**config.mk**
```make
export PLATFORM = sky130hd
export DESIGN_NAME = dac_frame_sched
export DESIGN_NICKNAME = d
export VERILOG_FILES = /design/src/rtl/dac_frame_sched_pkg.sv /design/src/rtl/dac_smp_hold.sv /design/src/rtl/dac_frame_sched.sv
export SDC_FILE = /design/constraint.sdc
export NUM_CORES = 1
export LEC_CHECK = 0
export ABC_AREA = 1
export BUFFER_PORTS_ARGS = -buffer_cell sky130_fd_sc_hd__buf_2
export CAP_MARGIN = 20
export CELL_PAD_IN_SITES_DETAIL_PLACEMENT = 1
export CELL_PAD_IN_SITES_GLOBAL_PLACEMENT = 1
export CORE_MARGIN = 2
export CORE_UTILIZATION = 39
export DETAILED_ROUTE_END_ITERATION = 6
export PLACE_DENSITY_LB_ADDON = 0.25
export SLEW_MARGIN = 20
export SYNTH_ARGS = -nofsm -noshare
export SYNTH_HDL_FRONTEND = slang
export SYNTH_SLANG_ARGS = --single-unit
```
**constraint.sdc**
```tcl
create_clock -name Clk -period 1.3 [get_ports Clk]
set_input_delay 0.195 -clock Clk [delete_from_list [all_inputs] [get_ports Clk]]
set_output_delay 0.195 -clock Clk [all_outputs]
set_load 0.005 [all_outputs]
```
**src/rtl/dac_frame_sched_pkg.sv**
```systemverilog
// ============================================================================
// dac_frame_sched_pkg : shared defaults, midscale code and FSM state encoding
// Revision 1.0
// ============================================================================
`default_nettype none

package dac_frame_sched_pkg;

    localparam int DATA_W_DEF        = 12;
    localparam int TICK_DIV_DEF      = 2268;
    localparam int START_TIMEOUT_DEF = 16;

    localparam logic [DATA_W_DEF-1:0] MIDSCALE = 12'h800;

    localparam logic [2:0] S_IDLE       = 3'd0;
    localparam logic [2:0] S_LOAD       = 3'd1;
    localparam logic [2:0] S_WAIT_START = 3'd2;
    localparam logic [2:0] S_WAIT_DONE  = 3'd3;
    localparam logic [2:0] S_NEXT       = 3'd4;

endpackage

`default_nettype wire

```
**src/rtl/dac_smp_hold.sv**
```systemverilog
// ============================================================================
// dac_smp_hold : one-deep sample holding register with valid/ack capture
// Revision 1.0
// ============================================================================
`default_nettype none

module dac_smp_hold
    import dac_frame_sched_pkg::*;
#(
    parameter int DATA_W = DATA_W_DEF
) (
    input  logic              clk,
    input  logic              rst_n,
    input  logic [DATA_W-1:0] smp,
    input  logic              vld,
    input  logic              drain,
    output logic              ack,
    output logic              full,
    output logic [DATA_W-1:0] data
);

    // A drain frees the slot on the same edge, so a waiting sample is taken then.
    always_ff @(posedge clk or negedge rst_n) begin
        if (!rst_n) begin
            data <= '0;
            full <= 1'b0;
            ack  <= 1'b0;
        end else begin
            ack <= 1'b0;
            if (drain) begin
                full <= 1'b0;
            end
            if (vld && (!full || drain)) begin
                data <= smp;
                full <= 1'b1;
                ack  <= 1'b1;
            end
        end
    end

endmodule

`default_nettype wire

```
**src/rtl/dac_frame_sched.sv**
```systemverilog
// ============================================================================
// dac_frame_sched : sample-rate tick, A/B round-robin DAC frame sequencing
// Optional macro DAC_UNDERRUN_MIDSCALE_EN: underrun frames send midscale. Rev 1.0
// ============================================================================
`default_nettype none

module dac_frame_sched
    import dac_frame_sched_pkg::*;
#(
    parameter int TICK_DIV      = TICK_DIV_DEF,
    parameter int DATA_W        = DATA_W_DEF,
    parameter int START_TIMEOUT = START_TIMEOUT_DEF
) (
    input  logic              Clk,
    input  logic              Rst,
    input  logic [DATA_W-1:0] Smp_A,
    input  logic              Vld_A,
    output logic              Ack_A,
    input  logic [DATA_W-1:0] Smp_B,
    input  logic              Vld_B,
    output logic              Ack_B,
    output logic [DATA_W-1:0] Dac_Data,
    output logic              Dac_Rx_Listo,
    output logic              Dac_Sel,
    input  logic              Dac_Sync,
    input  logic              Clr_Err,
    output logic [1:0]        Underrun,
    output logic              Frame_Slip,
    output logic              Timeout_Err
);

    localparam int               CNT_W   = $clog2(TICK_DIV);
    localparam logic [CNT_W-1:0] CNT_MAX = CNT_W'(TICK_DIV - 1);
    localparam int               TO_W    = $clog2(START_TIMEOUT + 1);
    localparam logic [TO_W-1:0]  TO_MAX  = TO_W'(START_TIMEOUT - 1);

    logic [CNT_W-1:0]  tick_cnt;
    logic              tick;
    logic [2:0]        state;
    logic              cur_ch;
    logic              second;
    logic              rr;
    logic [TO_W-1:0]   to_cnt;

    logic              full_a, full_b;
    logic [DATA_W-1:0] data_a, data_b;
    logic [DATA_W-1:0] fill_a, fill_b;
    logic              load_a, load_b, drain_a, drain_b;
    logic [1:0]        urun_set;
    logic              slip_set, timeout_hit;
    logic [DATA_W-1:0] load_word;

    dac_smp_hold #(.DATA_W(DATA_W)) u_hold_a (
        .clk   (Clk),
        .rst_n (Rst),
        .smp   (Smp_A),
        .vld   (Vld_A),
        .drain (drain_a),
        .ack   (Ack_A),
        .full  (full_a),
        .data  (data_a)
    );

    dac_smp_hold #(.DATA_W(DATA_W)) u_hold_b (
        .clk   (Clk),
        .rst_n (Rst),
        .smp   (Smp_B),
        .vld   (Vld_B),
        .drain (drain_b),
        .ack   (Ack_B),
        .full  (full_b),
        .data  (data_b)
    );

`ifdef DAC_UNDERRUN_MIDSCALE_EN
    localparam logic [DATA_W-1:0] MID = {1'b1, {(DATA_W-1){1'b0}}};
    assign fill_a = MID;
    assign fill_b = MID;
`else
    logic [DATA_W-1:0] last_a, last_b;

    always_ff @(posedge Clk or negedge Rst) begin
        if (!Rst) begin
            last_a <= '0;
            last_b <= '0;
        end else begin
            if (drain_a) last_a <= data_a;
            if (drain_b) last_b <= data_b;
        end
    end

    assign fill_a = last_a;
    assign fill_b = last_b;
`endif

    always_ff @(posedge Clk or negedge Rst) begin
        if (!Rst) begin
            tick_cnt <= '0;
            tick     <= 1'b0;
        end else begin
            tick     <= (tick_cnt == CNT_MAX);
            tick_cnt <= (tick_cnt == CNT_MAX) ? '0 : tick_cnt + CNT_W'(1);
        end
    end

    always_comb begin
        load_a      = (state == S_LOAD) && !cur_ch;
        load_b      = (state == S_LOAD) && cur_ch;
        drain_a     = load_a && full_a;
        drain_b     = load_b && full_b;
        urun_set    = {load_b && !full_b, load_a && !full_a};
        timeout_hit = (state == S_WAIT_START) && Dac_Sync && (to_cnt == TO_MAX);
        // A tick landing on the NEXT->IDLE edge starts the next set directly.
        slip_set    = tick && !((state == S_IDLE) || ((state == S_NEXT) && second));
        load_word   = '0;
        if (cur_ch) load_word = full_b ? data_b : fill_b;
        else        load_word = full_a ? data_a : fill_a;
    end

    always_ff @(posedge Clk or negedge Rst) begin
        if (!Rst) begin
            state        <= S_IDLE;
            cur_ch       <= 1'b0;
            second       <= 1'b0;
            rr           <= 1'b0;
            to_cnt       <= '0;
            Dac_Data     <= '0;
            Dac_Sel      <= 1'b0;
            Dac_Rx_Listo <= 1'b0;
        end else begin
            Dac_Rx_Listo <= 1'b0;
            case (state)
                S_IDLE: begin
                    if (tick) begin
                        cur_ch <= rr;
                        second <= 1'b0;
                        state  <= S_LOAD;
                    end
                end
                S_LOAD: begin
                    Dac_Data     <= load_word;
                    Dac_Sel      <= cur_ch;
                    Dac_Rx_Listo <= 1'b1;
                    to_cnt       <= '0;
                    state        <= S_WAIT_START;
                end
                S_WAIT_START: begin
                    if (!Dac_Sync)           state  <= S_WAIT_DONE;
                    else if (to_cnt == TO_MAX) state <= S_NEXT;
                    else                     to_cnt <= to_cnt + TO_W'(1);
                end
                S_WAIT_DONE: begin
                    if (Dac_Sync) state <= S_NEXT;
                end
                S_NEXT: begin
                    if (!second) begin
                        cur_ch <= ~cur_ch;
                        second <= 1'b1;
                        state  <= S_LOAD;
                    end else begin
                        rr <= ~rr;
                        if (tick) begin
                            cur_ch <= ~rr;
                            second <= 1'b0;
                            state  <= S_LOAD;
                        end else begin
                            state <= S_IDLE;
                        end
                    end
                end
                default: state <= S_IDLE;
            endcase
        end
    end

    // Sticky flags: a set event in the clearing cycle survives the clear.
    always_ff @(posedge Clk or negedge Rst) begin
        if (!Rst) begin
            Underrun    <= 2'b00;
            Frame_Slip  <= 1'b0;
            Timeout_Err <= 1'b0;
        end else begin
            Underrun    <= (Clr_Err ? 2'b00 : Underrun) | urun_set;
            Frame_Slip  <= (Clr_Err ? 1'b0 : Frame_Slip) | slip_set;
            Timeout_Err <= (Clr_Err ? 1'b0 : Timeout_Err) | timeout_hit;
        end
    end

endmodule

`default_nettype wire

```
==> key figures, run 1 <==
Worst setup path
  – CP Buf/Inv Count: 1
  – CP endpoint kind: flip-flop
  – R2R cell count: 8
  – Worst-path cell chain: ha_2 -> nand2_2 -> nor2_2 -> ha_2 -> inv_4 -> nand3_4 -> or2_0 -> nand2_1
  – Cell family with most CP delay: simple AND/OR/NAND/NOR gates
  – Critical Path Stages: 8
  – CP Data Arrival Time: around 1.7 ns
  – Startpoint types: flip-flop
  – Worst-path fanout max: 5
  – Slowest stage delay, CP: about 0.38 ns
  – Required time worst endpoint: about 1.6 ns
  – Kind of critical path: reg2reg
  – Slowest CP cell: dfrtp_1
  – Crit-path most repeated cell: ha_2

Finish
  – Synth-to-layout area growth: 26.7%
  – Layout cell share with drive strength beyond 1: 26.6%
  – Nets: 676
  – Antenna diodes: 0

Place
  – Placer Congestion: 0.761
  – Post-DP HPWL: 8050 um
  – Port buffer count: 49
  – Pre-CTS WS: -0.137 ns

Drt
  – Via count: 3,897
  – Routed vias/inst: 4.93
  – DRT Pass-1 Iters: 4
  – Post-DRT Antenna Nets: 0
  – DR WL/cell: 14.7 um
  – DRT iter0 DRCs: 84
  – DRC viols: 0
  – Total wire length: approximately 12,000 um

Clocking
  – Clk slew on worst S/H paths: 0.06 ns
  – CTS Root Cell: clkbuf_16
  – CTS Buf Count: 9
  – H-tree levels: 3
  – CTS tree: done
  – Clk_lat worst skew: 0.34 ns
  – Sink Count: 94
  – CTS max path bufs: 2

Synthesis
  – Synth top area cells: dfrtp_1 53%, nand2_1 19%, o21ai_0 5.4%
  – Post-synth EDFFs: 0
  – Mux contribution to synthesized area: 0%
  – Async set-reset flop share out of synthesis: 100%
  – Post-synthesis adder-cell area fraction: 0.838%
  – Unique masters post-synth: 30
  – Most frequent cell after synthesis: nand2_1
  – Largest family of logic cells by synthesized area: simple AND/OR/NAND/NOR gates
  – Synth warn: 0
  – Yosys top cell by area: dfrtp_1
  – Post-synthesis sequential area ratio: roughly 53%
  – Synth Area in Simple Gates: 29.7%
  – Synth top area share: around 53%
  – Commonest cells post-synth: 230 x nand2_1, 94 x dfrtp_1, 62 x inv_1, 48 x o21ai_0, 42 x nand3_1
  – Synth Area in Compound Gates: 8.13%
  – Net Count, Synth: 594
  – Top FF cell, synth: dfrtp_1
  – Post-Syn Area: around 0.0045 mm2
  – Synthesized flop and latch total: 94
  – Post-synthesis average cell area: 7.98 um2
  – Synth Area in XOR/XNOR: 0.391%
  – Mapped Cells: 561

Global routing
  – Largest net degree at the start of global routing: 31
  – Gr usage total: approximately 19%
  – Vias in the first global route: 4,033
  – Congestion Overflow GR: 0
  – First-pass GRT wire length: approximately 19,000 um
  – Initial antenna violation count: 0

Timing
  – Fmax: 0.704 GHz
  – # setup viols final: 16
  – Shortest period the worst path allows: 1.42 ns
  – Worst Skew: 0.00563 ns
  – Final Hold Vio Count: 0
  – Fin crit share: 109%
  – Slew HR: 73.6%
  – Max-slew violations: 0
  – Setup WS post-layout: -0.120 ns
  – Worst-margin pin slew: around 0.40 ns
  – RSZ-0062 raised after global routing: true

Die
  – Core region area: 0.0113 mm2
  – Die height: 111 um
  – Core Rows: 39
  – Die width: 111 um
  – IO Count: 50
  – Initial Util: 39.6%
  – Die area: 0.0124 mm2

Worst hold path
  – Hold Path Stages: 2
  – HP Class: in2reg

Job
  – Max-cap violations: 0

Pwr
  – VDD IR-drop max: 0.597 mV
  – Cell area power density: slightly below 1000 mW/mm2
  – Total chip power: 5.64 mW
  – LEAKAGE: between 2 and 3 nW

Run status
  – Outcome: finished with violations
  – Failing checks: setup timing
worst register-to-register path: cells and delay by family (launching register included):
kind,cells,cell delay [ns]
AND/OR/NAND/NOR,5,0.51
adder cells (fa/ha/maj),2,0.40
flip-flops,1,0.38
buffers and inverters,1,0.08
layer usage:
layer / wire length, um / up-vias / track usage [%]
li1: - / 1916 / -
met3: 256 / 16 / 2.90
met2: 5910 / 48 / 32.9
met4: 200 / 0 / 7.33
met1: 5210 / 1917 / 25.4
met5: 0 / - / 0
stage by stage:
stage	cells	area, um2	utilization (%)	hold WS, ns	setup TNS [ns]
4_1_cts	779	5420	47.9	0.0722	-0.429
2_1_floorplan	561	4490	-	-0.101	-0.0949
3_3_place_gp	760	5070	44.8	0.151	-0.168
3_5_place_dp	760	5070	44.8	0.151	-0.741
6_report	790	5670	50.1	0.0776	-0.698
5_1_grt	790	5670	50.1	0.0853	-2.84
report_power, final:
part,switching (mW),internal (mW),total (mW)
Combinational,0.0944,0.0517,0.146
Clock,1.07,1.50,2.57
Sequential,0.000000000000000238,2.92,2.92
Total,1.16,4.47,5.64
kinds of logic after synthesis:
logic type / count (synthesis)
AO/OA/AOI/OAI: 64
XOR/XNOR: 2
adder cells (fa/ha/maj): 3
buffers and inverters: 85
flip-flops: 94
AND/OR/NAND/NOR: 313
cell type report:
class	instances	area (um2)
clock buffer	15	288
fill	1384	5650
inverter	64	245
multi-input combinational	383	1910
sequential	94	2360
tap	143	179
timing repair buffer	91	696
placed cells by master, fill, tap and decap left out, drive strengths merged, types with 2 or more instances in the layout:
cell      n
nor2     25
nand2   234
ha        3
a21oi     2
o22ai     2
nor3      3
or2       2
dfrtp    94
buf      88
inv      64
o21ai    58
nand3    44
clkbuf   17
nand4     5
final timing paths:
check	start	endpoint	slack [ns]
hold / removal	Clr_Err	Timeout_Err$_DFF_PN0_	0.08
hold reg to reg	Dac_Data[1]$_DFFE_PN0N_	Dac_Data[1]$_DFFE_PN0N_	0.47
setup / recovery	to_cnt[0]$_DFFE_PN0P_	to_cnt[0]$_DFFE_PN0P_	-0.12
setup reg to reg	to_cnt[0]$_DFFE_PN0P_	to_cnt[0]$_DFFE_PN0P_	-0.12
min in group asynchronous	Rst	u_hold_a.data[0]$_DFFE_PN0P_	0.32
max in group asynchronous	Rst	fill_b[8]$_DFFE_PN0P_	0.47
state kept, by name (all words and copies together) (netlist names), 2 cells and up:
name / count
state: 3
tick_cnt: 12
Dac_Data: 12
to_cnt: 5
u_hold_a.data: 12
fill_b: 12
fill_a: 12
u_hold_b.data: 12
Underrun: 2
what timing repair did:
action / 4_1_cts / 5_1_grt
setup buffers: 2 / 9
pin swaps: 1 / 13
endpoints found under the setup margin: 16 / 34
resized for setup: 8 / 60
hold buffers: 1 / 0
gates cloned: 1 / 2
hold endpoints to repair: 22 / 0
Power figures use the tool's default switching activity.
==> inputs of run 2 (changes only) <==
ABC_AREA = not set   (was 1)
CORE_UTILIZATION = 41   (was 39)
==> key figures, run 2 <==
Timing
  – Max-slew violations: 0
  – Worst Skew: 0.0161 ns
  – Fmax: ~0.58 GHz
  – Shortest period the worst path allows: about 1.7 ns
  – Slew HR: 71.3%
  – Fin Setup TNS: -24.44 ns
  – Fin crit share: 134%
  – # setup viols final: 85
  – Final Hold Vio Count: 0
  – RSZ-0062 raised after global routing: true
  – Hold_ws: approximately 0.046 ns
  – Worst-margin pin slew: 0.431 ns
  – Setup WS post-layout: -0.438 ns

Die
  – Initial Util: 42.0%
  – Die height: 101 um
  – Die area: 0.0102 mm2
  – IO Count: 50
  – Core region area: 0.00915 mm2
  – Die width: 101 um
  – Core Rows: 35

Drt
  – Post-DRT Antenna Nets: 0
  – DR WL/cell: 21.6 um
  – Total wire length: ~12,000 um
  – DRT iter0 DRCs: 77
  – Routed vias/inst: about 5.4
  – DRC viols: 0
  – Via count: ~3,100
  – DRT Pass-1 Iters: 4

Clocking
  – CTS Buf Count: 9
  – CTS max path bufs: 2
  – CTS tree: done
  – Clk slew on worst S/H paths: 0.11 ns
  – H-tree levels: 3
  – Clk_lat worst skew: 0.37 ns
  – Sink Count: 94
  – CTS Root Cell: clkbuf_8

Synthesis
  – Post-synthesis adder-cell area fraction: less than 1%
  – Unique masters post-synth: 45
  – Synth top area cells: dfrtp_1 61%, nand2_1 8.0%, mux2_4 3.5%
  – Post-Syn Area: 0.00384 mm2
  – Largest family of logic cells by synthesized area: simple AND/OR/NAND/NOR gates
  – Most frequent cell after synthesis: dfrtp_1
  – Commonest cells post-synth: 94 x dfrtp_1, 82 x nand2_1, 19 x nand3_1
  – Synth Area in Simple Gates: 17.3%
  – Synthesized flop and latch total: 94
  – Async set-reset flop share out of synthesis: 100%
  – Net Count, Synth: 361
  – Synth Area in Compound Gates: under 10%
  – Synth top area share: between 60% and 70%
  – Synth Area in XOR/XNOR: 2.28%
  – Top FF cell, synth: dfrtp_1
  – Synth warn: 0
  – Post-synthesis sequential area ratio: around three fifths
  – Yosys top cell by area: dfrtp_1
  – Post-synth EDFFs: 0
  – Mapped Cells: 328
  – Mux contribution to synthesized area: 8.43%
  – Post-synthesis average cell area: 11.7 um2

Finish
  – Synth-to-layout area growth: 49.1%
  – Commonest non-fill, non-tap cells in the layout: 94 x dfrtp_1, 49 x nand2_1, 48 x buf_2
  – Fillers: 919
  – Footprint of the multi-input gates: 0.00199 mm2
  – Nets: 486
  – Antenna diodes: 0
  – Register area: 0.00235 mm2
  – Layout cell share with drive strength beyond 1: 55.2%
  – Final Non-Filler Cells: 569
  – Most common cell after layout, fill and taps aside: dfrtp_1

Place
  – Port buffer count: 49
  – Placed Instances: 525
  – Pre-CTS WS: -0.380 ns
  – Placer Congestion: 0.842
  – Post-DP HPWL: 6720 um

Global routing
  – First-pass GRT wire length: 17,300 um
  – Initial antenna violation count: 0
  – Gr usage total: 22.6%
  – Largest net degree at the start of global routing: 32
  – Vias in the first global route: 3,332
  – Congestion Overflow GR: 0

Pwr
  – LEAKAGE: 3.10 nW
  – Switching share of power: 36.7%
  – Combinational Power Share: 38.4%
  – VDD IR-drop max: 1.07 mV
  – Cell internal pwr: 6.91 mW
  – Sequential Power Share: 44.3%
  – Net Switching: about 4.0 mW
  – Clock share of power: 17.3%
  – Cell area power density: 1900 mW/mm2

Worst setup path
  – Crit-path most repeated cell: buf_12
  – Cell family with most CP delay: simple AND/OR/NAND/NOR gates
  – Slowest CP cell: or3b_4
  – Worst-path fanout max: 6
  – Required time worst endpoint: 1.61 ns
  – Kind of critical path: reg2reg
  – CP Buf/Inv Count: 3
  – Startpoint types: flip-flop
  – Slowest stage delay, CP: 0.46 ns
  – CP endpoint kind: flip-flop
  – CP Data Arrival Time: 2.04 ns
  – Worst-path cell chain: or3b_4 -> buf_12 -> nor3b_4 -> buf_4 -> buf_12 -> nand2_4 -> nand3_2

Job
  – Max-cap violations: 0

Run status
  – Failing checks: setup timing
  – Outcome: finished with violations

Worst hold path
  – HP Class: in2reg
run 2: path summary, 6_finish.rpt:
kind,slack [ns],endpoint,cells after the start,start
worst max-delay path,-0.44,Dac_Data[2]$_DFFE_PN0N_,7,state[1]$_DFFE_PN0P_
worst min-delay path,0.05,u_hold_a.data[3]$_DFFE_PN0P_,2,Smp_A[3]
worst min register to register,0.49,Underrun[1]$_DFF_PN0_,1,Underrun[1]$_DFF_PN0_
max in group asynchronous,0.57,Dac_Rx_Listo$_DFF_PN0_,3,Rst
min in group asynchronous,0.23,fill_a[1]$_DFFE_PN0P_,2,Rst
worst max register to register,-0.44,Dac_Data[2]$_DFFE_PN0N_,7,state[1]$_DFFE_PN0P_
run 2: power groups by stage:
stage	registers, mW	clock network, mW	logic [mW]
floorplan	4.52	0	1.89
global placement	4.61	0	2.82
detailed placement	4.67	0	2.96
CTS	4.70	1.96	3.48
global route	4.94	2.08	4.51
finish	4.84	1.89	4.19
run 2: per-stage QoR:
stage	total power, mW	util, %	area (um2)
after floorplan	6.41	-	4010
after global placement	7.43	51.6	4720
after detailed placement	7.63	51.6	4720
after CTS	10.1	57.8	5290
after global routing	11.5	62.6	5730
final	10.9	62.6	5730
run 2: cells by family (layout without fill, tap and decap cells):
family | count (synthesis) | after routing
flops | 94 | 94
buf+inv | 20 | 149
mux | 26 | 26
xor+xnor | 10 | 10
fa+ha+maj | 3 | 3
compound gates | 34 | 34
simple gates | 141 | 142
run 2: layout make-up:
| class | count | area share [%] |
|---|---|---|
| clock inverter | 7 | 1.14 |
| timing repair buffer | 125 | 17.9 |
| multi-input combinational | 215 | 34.7 |
| inverter | 8 | 0.611 |
| tap | 111 | 2.42 |
| sequential | 94 | 41.0 |
| clock buffer | 9 | 2.16 |
run 2: timing repair:
action                                 in CTS  in global routing
cloned                                      2                  2
endpoints found under the hold margin      79                  0
buffers inserted                           10                 14
resized for setup                          59                 75
pin swaps                                  25                 32
setup endpoints to repair                  86                 89
hold buffers                                1                  0
run 2: layer usage:
layer | GRT usage [%] | wire (um)
met3 | 3.61 | 364
met5 | 0 | 0
met2 | 40.0 | 6490
met4 | 7.90 | 309
met1 | 28.0 | 5140
